==> src/rtl/program_loader.sv <==
// Program memory loader: turns a counted, checksummed byte stream into 29-bit
// instruction writes and holds the processor in reset until a load completes cleanly.
module program_loader #(
  parameter int ADDR_W  = 8,
  parameter int INSTR_W = 29
) (
  input  logic               in_clk,
  input  logic               in_rst,
  input  logic               in_start,
  input  logic [7:0]         in_byte,
  input  logic               in_byte_valid,
  output logic               out_byte_ready,
  output logic               out_pm_wr_en,
  output logic [ADDR_W-1:0]  out_pm_wr_addr,
  output logic [INSTR_W-1:0] out_pm_wr_data,
  output logic               out_cpu_rst_n,
  output logic               out_busy,
  output logic               out_done,
  output logic               out_error
);

  typedef enum logic [2:0] {S_IDLE, S_COUNT, S_DATA, S_CHECK, S_DONE, S_ERROR} state_t;

  state_t               state_q, state_d;
  logic [7:0]           acc_q, acc_d;
  logic [ADDR_W-1:0]    addr_q, addr_d;
  logic [8:0]           cnt_q, cnt_d;
  logic [1:0]           idx_q, idx_d;
  logic [INSTR_W-9:0]   asm_q, asm_d;
  logic                 wr_en_q, wr_en_d;
  logic [ADDR_W-1:0]    wr_addr_q, wr_addr_d;
  logic [INSTR_W-1:0]   wr_data_q, wr_data_d;
  logic                 cpu_rst_n_q, cpu_rst_n_d;
  logic                 done_q, done_d;
  logic                 error_q, error_d;
  logic                 accept;

  assign out_byte_ready = (state_q == S_COUNT) || (state_q == S_DATA) || (state_q == S_CHECK);
  assign out_busy       = out_byte_ready;
  assign accept         = in_byte_valid && out_byte_ready;

  assign out_pm_wr_en   = wr_en_q;
  assign out_pm_wr_addr = wr_addr_q;
  assign out_pm_wr_data = wr_data_q;
  assign out_cpu_rst_n  = cpu_rst_n_q;
  assign out_done       = done_q;
  assign out_error      = error_q;

  always_comb begin
    state_d     = state_q;
    acc_d       = acc_q;
    addr_d      = addr_q;
    cnt_d       = cnt_q;
    idx_d       = idx_q;
    asm_d       = asm_q;
    wr_en_d     = 1'b0;
    wr_addr_d   = wr_addr_q;
    wr_data_d   = wr_data_q;
    cpu_rst_n_d = cpu_rst_n_q;
    done_d      = done_q;
    error_d     = error_q;
    case (state_q)
      S_IDLE: if (in_start) state_d = S_COUNT;
      S_COUNT: if (accept) begin
        acc_d   = in_byte;
        addr_d  = '0;
        idx_d   = '0;
        // A count byte of zero means a full 256-instruction image.
        cnt_d   = (in_byte == 8'h00) ? 9'd256 : {1'b0, in_byte};
        state_d = S_DATA;
      end
      S_DATA: if (accept) begin
        acc_d = acc_q ^ in_byte;
        if (idx_q == 2'd0 && in_byte[7:5] != 3'b000) begin
          state_d = S_ERROR;
          error_d = 1'b1;
        end else if (idx_q == 2'd3) begin
          wr_en_d   = 1'b1;
          wr_addr_d = addr_q;
          wr_data_d = {asm_q, in_byte};
          addr_d    = addr_q + ADDR_W'(1);
          cnt_d     = cnt_q - 9'd1;
          idx_d     = 2'd0;
          if (cnt_q == 9'd1) state_d = S_CHECK;
        end else begin
          // Oldest byte's top three bits fall off; they were verified zero at index 0.
          asm_d = {asm_q[INSTR_W-17:0], in_byte};
          idx_d = idx_q + 2'd1;
        end
      end
      S_CHECK: if (accept) begin
        if (in_byte == acc_q) begin
          state_d     = S_DONE;
          done_d      = 1'b1;
          cpu_rst_n_d = 1'b1;
        end else begin
          state_d = S_ERROR;
          error_d = 1'b1;
        end
      end
      S_DONE: if (in_start) begin
        state_d     = S_COUNT;
        done_d      = 1'b0;
        cpu_rst_n_d = 1'b0;
      end
      S_ERROR: if (in_start) begin
        state_d = S_COUNT;
        error_d = 1'b0;
      end
      default: state_d = S_IDLE;
    endcase
  end

  always_ff @(posedge in_clk or negedge in_rst) begin
    if (!in_rst) begin
      state_q     <= S_IDLE;
      acc_q       <= '0;
      addr_q      <= '0;
      cnt_q       <= '0;
      idx_q       <= '0;
      asm_q       <= '0;
      wr_en_q     <= 1'b0;
      wr_addr_q   <= '0;
      wr_data_q   <= '0;
      cpu_rst_n_q <= 1'b0;
      done_q      <= 1'b0;
      error_q     <= 1'b0;
    end else begin
      state_q     <= state_d;
      acc_q       <= acc_d;
      addr_q      <= addr_d;
      cnt_q       <= cnt_d;
      idx_q       <= idx_d;
      asm_q       <= asm_d;
      wr_en_q     <= wr_en_d;
      wr_addr_q   <= wr_addr_d;
      wr_data_q   <= wr_data_d;
      cpu_rst_n_q <= cpu_rst_n_d;
      done_q      <= done_d;
      error_q     <= error_d;
    end
  end

endmodule

==> config.mk <==
export PLATFORM = sky130hd
export DESIGN_NAME = program_loader
export DESIGN_NICKNAME = d
export VERILOG_FILES = /design/src/rtl/program_loader.sv
export SDC_FILE = /design/constraint.sdc
export NUM_CORES = 1
export LEC_CHECK = 0
export BUFFER_PORTS_ARGS = -buffer_cell sky130_fd_sc_hd__buf_4
export CELL_PAD_IN_SITES_DETAIL_PLACEMENT = 1
export CELL_PAD_IN_SITES_GLOBAL_PLACEMENT = 1
export CORE_MARGIN = 2
export CORE_UTILIZATION = 46
export DETAILED_ROUTE_END_ITERATION = 7
export GPL_TIMING_DRIVEN = 1
export PLACE_DENSITY_LB_ADDON = 0.3
export RECOVER_POWER = 25
export SETUP_SLACK_MARGIN = 0.02
export SLEW_MARGIN = 20
export SYNTH_ARGS = -nofsm -noshare
export SYNTH_HDL_FRONTEND = slang
export SYNTH_SLANG_ARGS = --single-unit
==> constraint.sdc <==
create_clock -name in_clk -period 2.6 [get_ports in_clk]
set_clock_uncertainty 0.1 [all_clocks]
set_input_delay 0.13 -clock in_clk [delete_from_list [all_inputs] [get_ports in_clk]]
set_output_delay 0.13 -clock in_clk [all_outputs]
set_load 0.01 [all_outputs]
==> implementation parameters <==
Parameter                              Value

Yosys
  Share of the synthesized area in the top cell type    0.513
  Net Count, Synth    403
  FF+latch count, synth    91
  Fraction of registers with async set/reset    1.00
  Cell area after technology mapping    4440 um2
  Cells after synthesis    385
  Count of flip-flops with a built-in enable after synthesis    0
  Post-synthesis sequential area ratio    0.513
  Post-synth top flop    sky130_fd_sc_hd__dfrtp_1
  Number of synthesis warnings    0
  Top cells by area in the synthesized netlist    sky130_fd_sc_hd__dfrtp_1 (51%), sky130_fd_sc_hd__mux2_2 (13%), sky130_fd_sc_hd__a21oi_1 (2.9%)
  Yosys cell types    57
  Library cell occupying the most area in the post-synthesis netlist    sky130_fd_sc_hd__dfrtp_1
  Avg Synthesized Cell Area    11.5 um2

Outcome
  Outcome    completed

Placed design
  Count of buffers inserted at the top-level ports    54
  Final HPWL DP    7260 um
  Routability Congestion    0.861
  Cells after DPL    550
  Total cell area at the placement stage    4960 um2

Routing
  Per-cell via count in the routed design    5.76
  Final routed wire length divided by cell count    18.5 um
  Number of detailed-routing iterations run before antenna repair    4
  Residual DRC count    0
  DRT iter0 DRCs    91
  Via total after detailed routing    3311
  Antenna Violating Nets Remaining    0
  Sum of routed wire length over all layers    10700 um

Worst setup path
  Cells traversed along the worst timing path    or3b_1 -> nor2_8 -> nand3b_2 -> mux2_2
  Library cell contributing the largest single delay on the critical path    sky130_fd_sc_hd__or3b_1
  Register-to-Register Path Depth    4
  Type of origin of the critical path    flop
  Buffers & Inverters on Critical Path    0
  Register-to-register setup slack    0.25 ns
  Largest driver fanout on the critical path    22
  Terminus of the critical flop-to-flop path    asm_q[9]$_DFFE_PN0P_
  Arrival time at the worst endpoint    2.50 ns
  Critical R2R Launch    state_q[2]$_DFFE_PN0P_
  Family with the most delay on the worst path    simple AND/OR/NAND/NOR gates
  Crit end category    flop
  Slowest stage delay, CP    0.59 ns
  Worst setup path category    reg2reg
  Worst path required time    2.75 ns

Floorplan
  Placeable Area    9280 um2
  Row Count    35
  Initial cell density of the core    0.478
  IO Count    55
  Full die area    10500 um2
  Horiz. Die Dim    102 um
  Chip height    102 um

Clock tree
  Number of buffers created by CTS    9
  CTS tree    done
  Clock sink total    91
  CTS Root Buffer Type    sky130_fd_sc_hd__clkbuf_8
  Insertion delay to the later sink of the worst-skew pair    0.37 ns
  Post-CTS clock slew at the launch and capture registers of the worst setup and hold paths    0.10 ns
  Longest Clk Path Bufs    2
  H-tree levels    3
  Number of buffers inserted to repair setup after CTS    0
  Number of gates given a new drive strength after cts    0

Timing
  Normalized max-slew margin    0.195
  Setup-violating endpoint count in the final report    0
  Unrepaired setup endpoints after global routing    false
  Highest Clock Rate    0.426 GHz
  Final count of pins violating max slew    0
  Final Hold Vio Count    0
  Post-layout min period    2.35 ns
  Final-layout setup total negative slack    0 ns
  Transition time at the pin with the least slew margin    1.21 ns
  Period Utilization, post-route    0.902

Layout
  Layout cell share with drive strength beyond 1    0.312
  Synthesis-to-layout area growth    17.1%
  Finished Layout Cells    575
  Final layout net count    459
  Antenna diode instance count    0
  Layout Cell Area excl Fill    5200 um2

Global route
  Global route total overflow    0
  Maximum number of pins on one net before global-route repair    47
  Number of antenna violations at the first check in global routing    0
  Gr usage total    0.217
  Vias in the first global route    3415
  Wire length of the first global-routing pass    17500 um

Min path
  Destination of the worst hold path    acc_q[7]$_DFFE_PN0P_
  Startpoint of the worst hold path    in_byte[7]
  Hold Path Cell Cnt    3
  Worst min-delay path category    in2reg

Run
  Max_cap viols    0

Pwr
  Pwr Density    835 nW/um2
  Leakage power figure    2.45 nW
  Peak supply drop    0.449 mV
-- how the worst max path moves through the flow --
stage | slack [ns] | cells past startpoint | startpoint | endpoint
floorplan | 0.58 | 8 | state_q[0]$_DFFE_PN0P_ | out_pm_wr_addr[0]$_DFFE_PN0P_
finish | 0.25 | 4 | state_q[2]$_DFFE_PN0P_ | asm_q[9]$_DFFE_PN0P_
global placement | 0.36 | 4 | state_q[2]$_DFFE_PN0P_ | asm_q[20]$_DFFE_PN0P_
global route | 0.14 | 4 | state_q[2]$_DFFE_PN0P_ | asm_q[2]$_DFFE_PN0P_
detailed placement | 0.28 | 4 | state_q[2]$_DFFE_PN0P_ | asm_q[11]$_DFFE_PN0P_
CTS | 0.26 | 4 | state_q[2]$_DFFE_PN0P_ | asm_q[9]$_DFFE_PN0P_
-- worst register-to-register path: stages (launching register included) --
cell,delay [ns]
sky130_fd_sc_hd__dfrtp_1,0.39
sky130_fd_sc_hd__or3b_1,0.59
sky130_fd_sc_hd__nor2_8,0.21
sky130_fd_sc_hd__nand3b_2,0.46
sky130_fd_sc_hd__mux2_2,0.48
-- metal layers --
layer  part of all wire  track usage  vias to the layer above
li1                   -            -                     1523
met1               0.45        0.276                     1724
met2               0.51        0.380                       49
met3              0.025       0.0451                       15
met4              0.012       0.0564                        0
met5                  0            0                        -
-- repair_timing --
item	CTS	global route
setup endpoints to repair	0	0
hold buffers	8	1
endpoints found under the hold margin	55	1
-- metrics by stage --
step | worst slack [ns] | util | power, mW | hold WS [ns]
after floorplan | 0.582 | - | 2.95 | -0.266
after global placement | 0.356 | 0.535 | 3.35 | 0.0813
after detailed placement | 0.281 | 0.535 | 3.44 | 0.0917
after CTS | 0.256 | 0.563 | 4.37 | 0.00157
after global routing | 0.143 | 0.560 | 4.63 | 0.0296
final | 0.255 | 0.560 | 4.34 | 0.0378
-- cells in the mapped netlist (all sizes together), types with 10 or more instances --
library cell / number
nor2: 11
nand2b: 10
nand3: 14
nand2: 16
o21ai: 17
clkbuf: 18
o211ai: 10
buf: 14
a21oi: 27
dfrtp: 91
mux2: 58
-- report_power, final --
part	leakage (nW)	switching, mW	total [mW]	internal (mW)
Sequential	1.23	0.253	1.94	1.69
Clock	0.0850	0.560	0.920	0.360
Combinational	1.14	0.870	1.48	0.611
Total	2.45	1.68	4.34	2.66
-- cells by family after synthesis --
| family | share of synthesized area |
|---|---|
| adders and majority gates | 0.0169 |
| and+or+nand+nor | 0.117 |
| muxes | 0.156 |
| AOI/OAI and AO/OA | 0.138 |
| DFF | 0.513 |
| buffers and inverters | 0.0423 |
| xor gates and xnor gates | 0.0177 |
-- state kept, by name (all words and copies together) (netlist names) --
register / count
out_pm_wr_addr: 8
state_q: 3
cnt_q: 9
acc_q: 8
out_pm_wr_data: 29
asm_q: 21
idx_q: 2
out_pm_wr_en: 1
out_error: 1
addr_q: 8
out_done: 1
-- final cells by class --
type                    count  area, um2
clock buffers               9        124
clock inverters             7       61.3
fillers                   997       4080
inverters                   7       26.3
multi-input cells         255       1980
flip-flops and latches     91       2280
well taps                 129        161
repair buffers             77        573
-- layout by cell type, fill, tap and decap left out, types with 3 or more instances in the layout --
| cell | instances |
|---|---|
| sky130_fd_sc_hd__dfrtp_1 | 91 |
| sky130_fd_sc_hd__buf_4 | 56 |
| sky130_fd_sc_hd__mux2_2 | 50 |
| sky130_fd_sc_hd__a21oi_1 | 26 |
| sky130_fd_sc_hd__o21ai_0 | 17 |
| sky130_fd_sc_hd__nand2_1 | 16 |
| sky130_fd_sc_hd__nand3_1 | 13 |
| sky130_fd_sc_hd__nor2_1 | 10 |
| sky130_fd_sc_hd__nand2b_1 | 10 |
| sky130_fd_sc_hd__o211ai_1 | 10 |
| sky130_fd_sc_hd__clkbuf_1 | 10 |
| sky130_fd_sc_hd__xor2_1 | 9 |
| sky130_fd_sc_hd__o311ai_0 | 9 |
| sky130_fd_sc_hd__clkbuf_8 | 9 |
| sky130_fd_sc_hd__dlygate4sd3_1 | 9 |
| sky130_fd_sc_hd__mux2_4 | 8 |
| sky130_fd_sc_hd__inv_1 | 6 |
| sky130_fd_sc_hd__nor4_1 | 6 |
| sky130_fd_sc_hd__ha_1 | 6 |
| sky130_fd_sc_hd__nand4_1 | 5 |
| sky130_fd_sc_hd__o31ai_1 | 5 |
| sky130_fd_sc_hd__o31a_1 | 4 |
| sky130_fd_sc_hd__nor3_1 | 4 |
| sky130_fd_sc_hd__and3_1 | 3 |
| sky130_fd_sc_hd__o22ai_1 | 3 |
| sky130_fd_sc_hd__or4_1 | 3 |
| sky130_fd_sc_hd__o21a_1 | 3 |
| sky130_fd_sc_hd__clkinvlp_4 | 3 |
No activity file was read; power rests on OpenSTA's default activity.
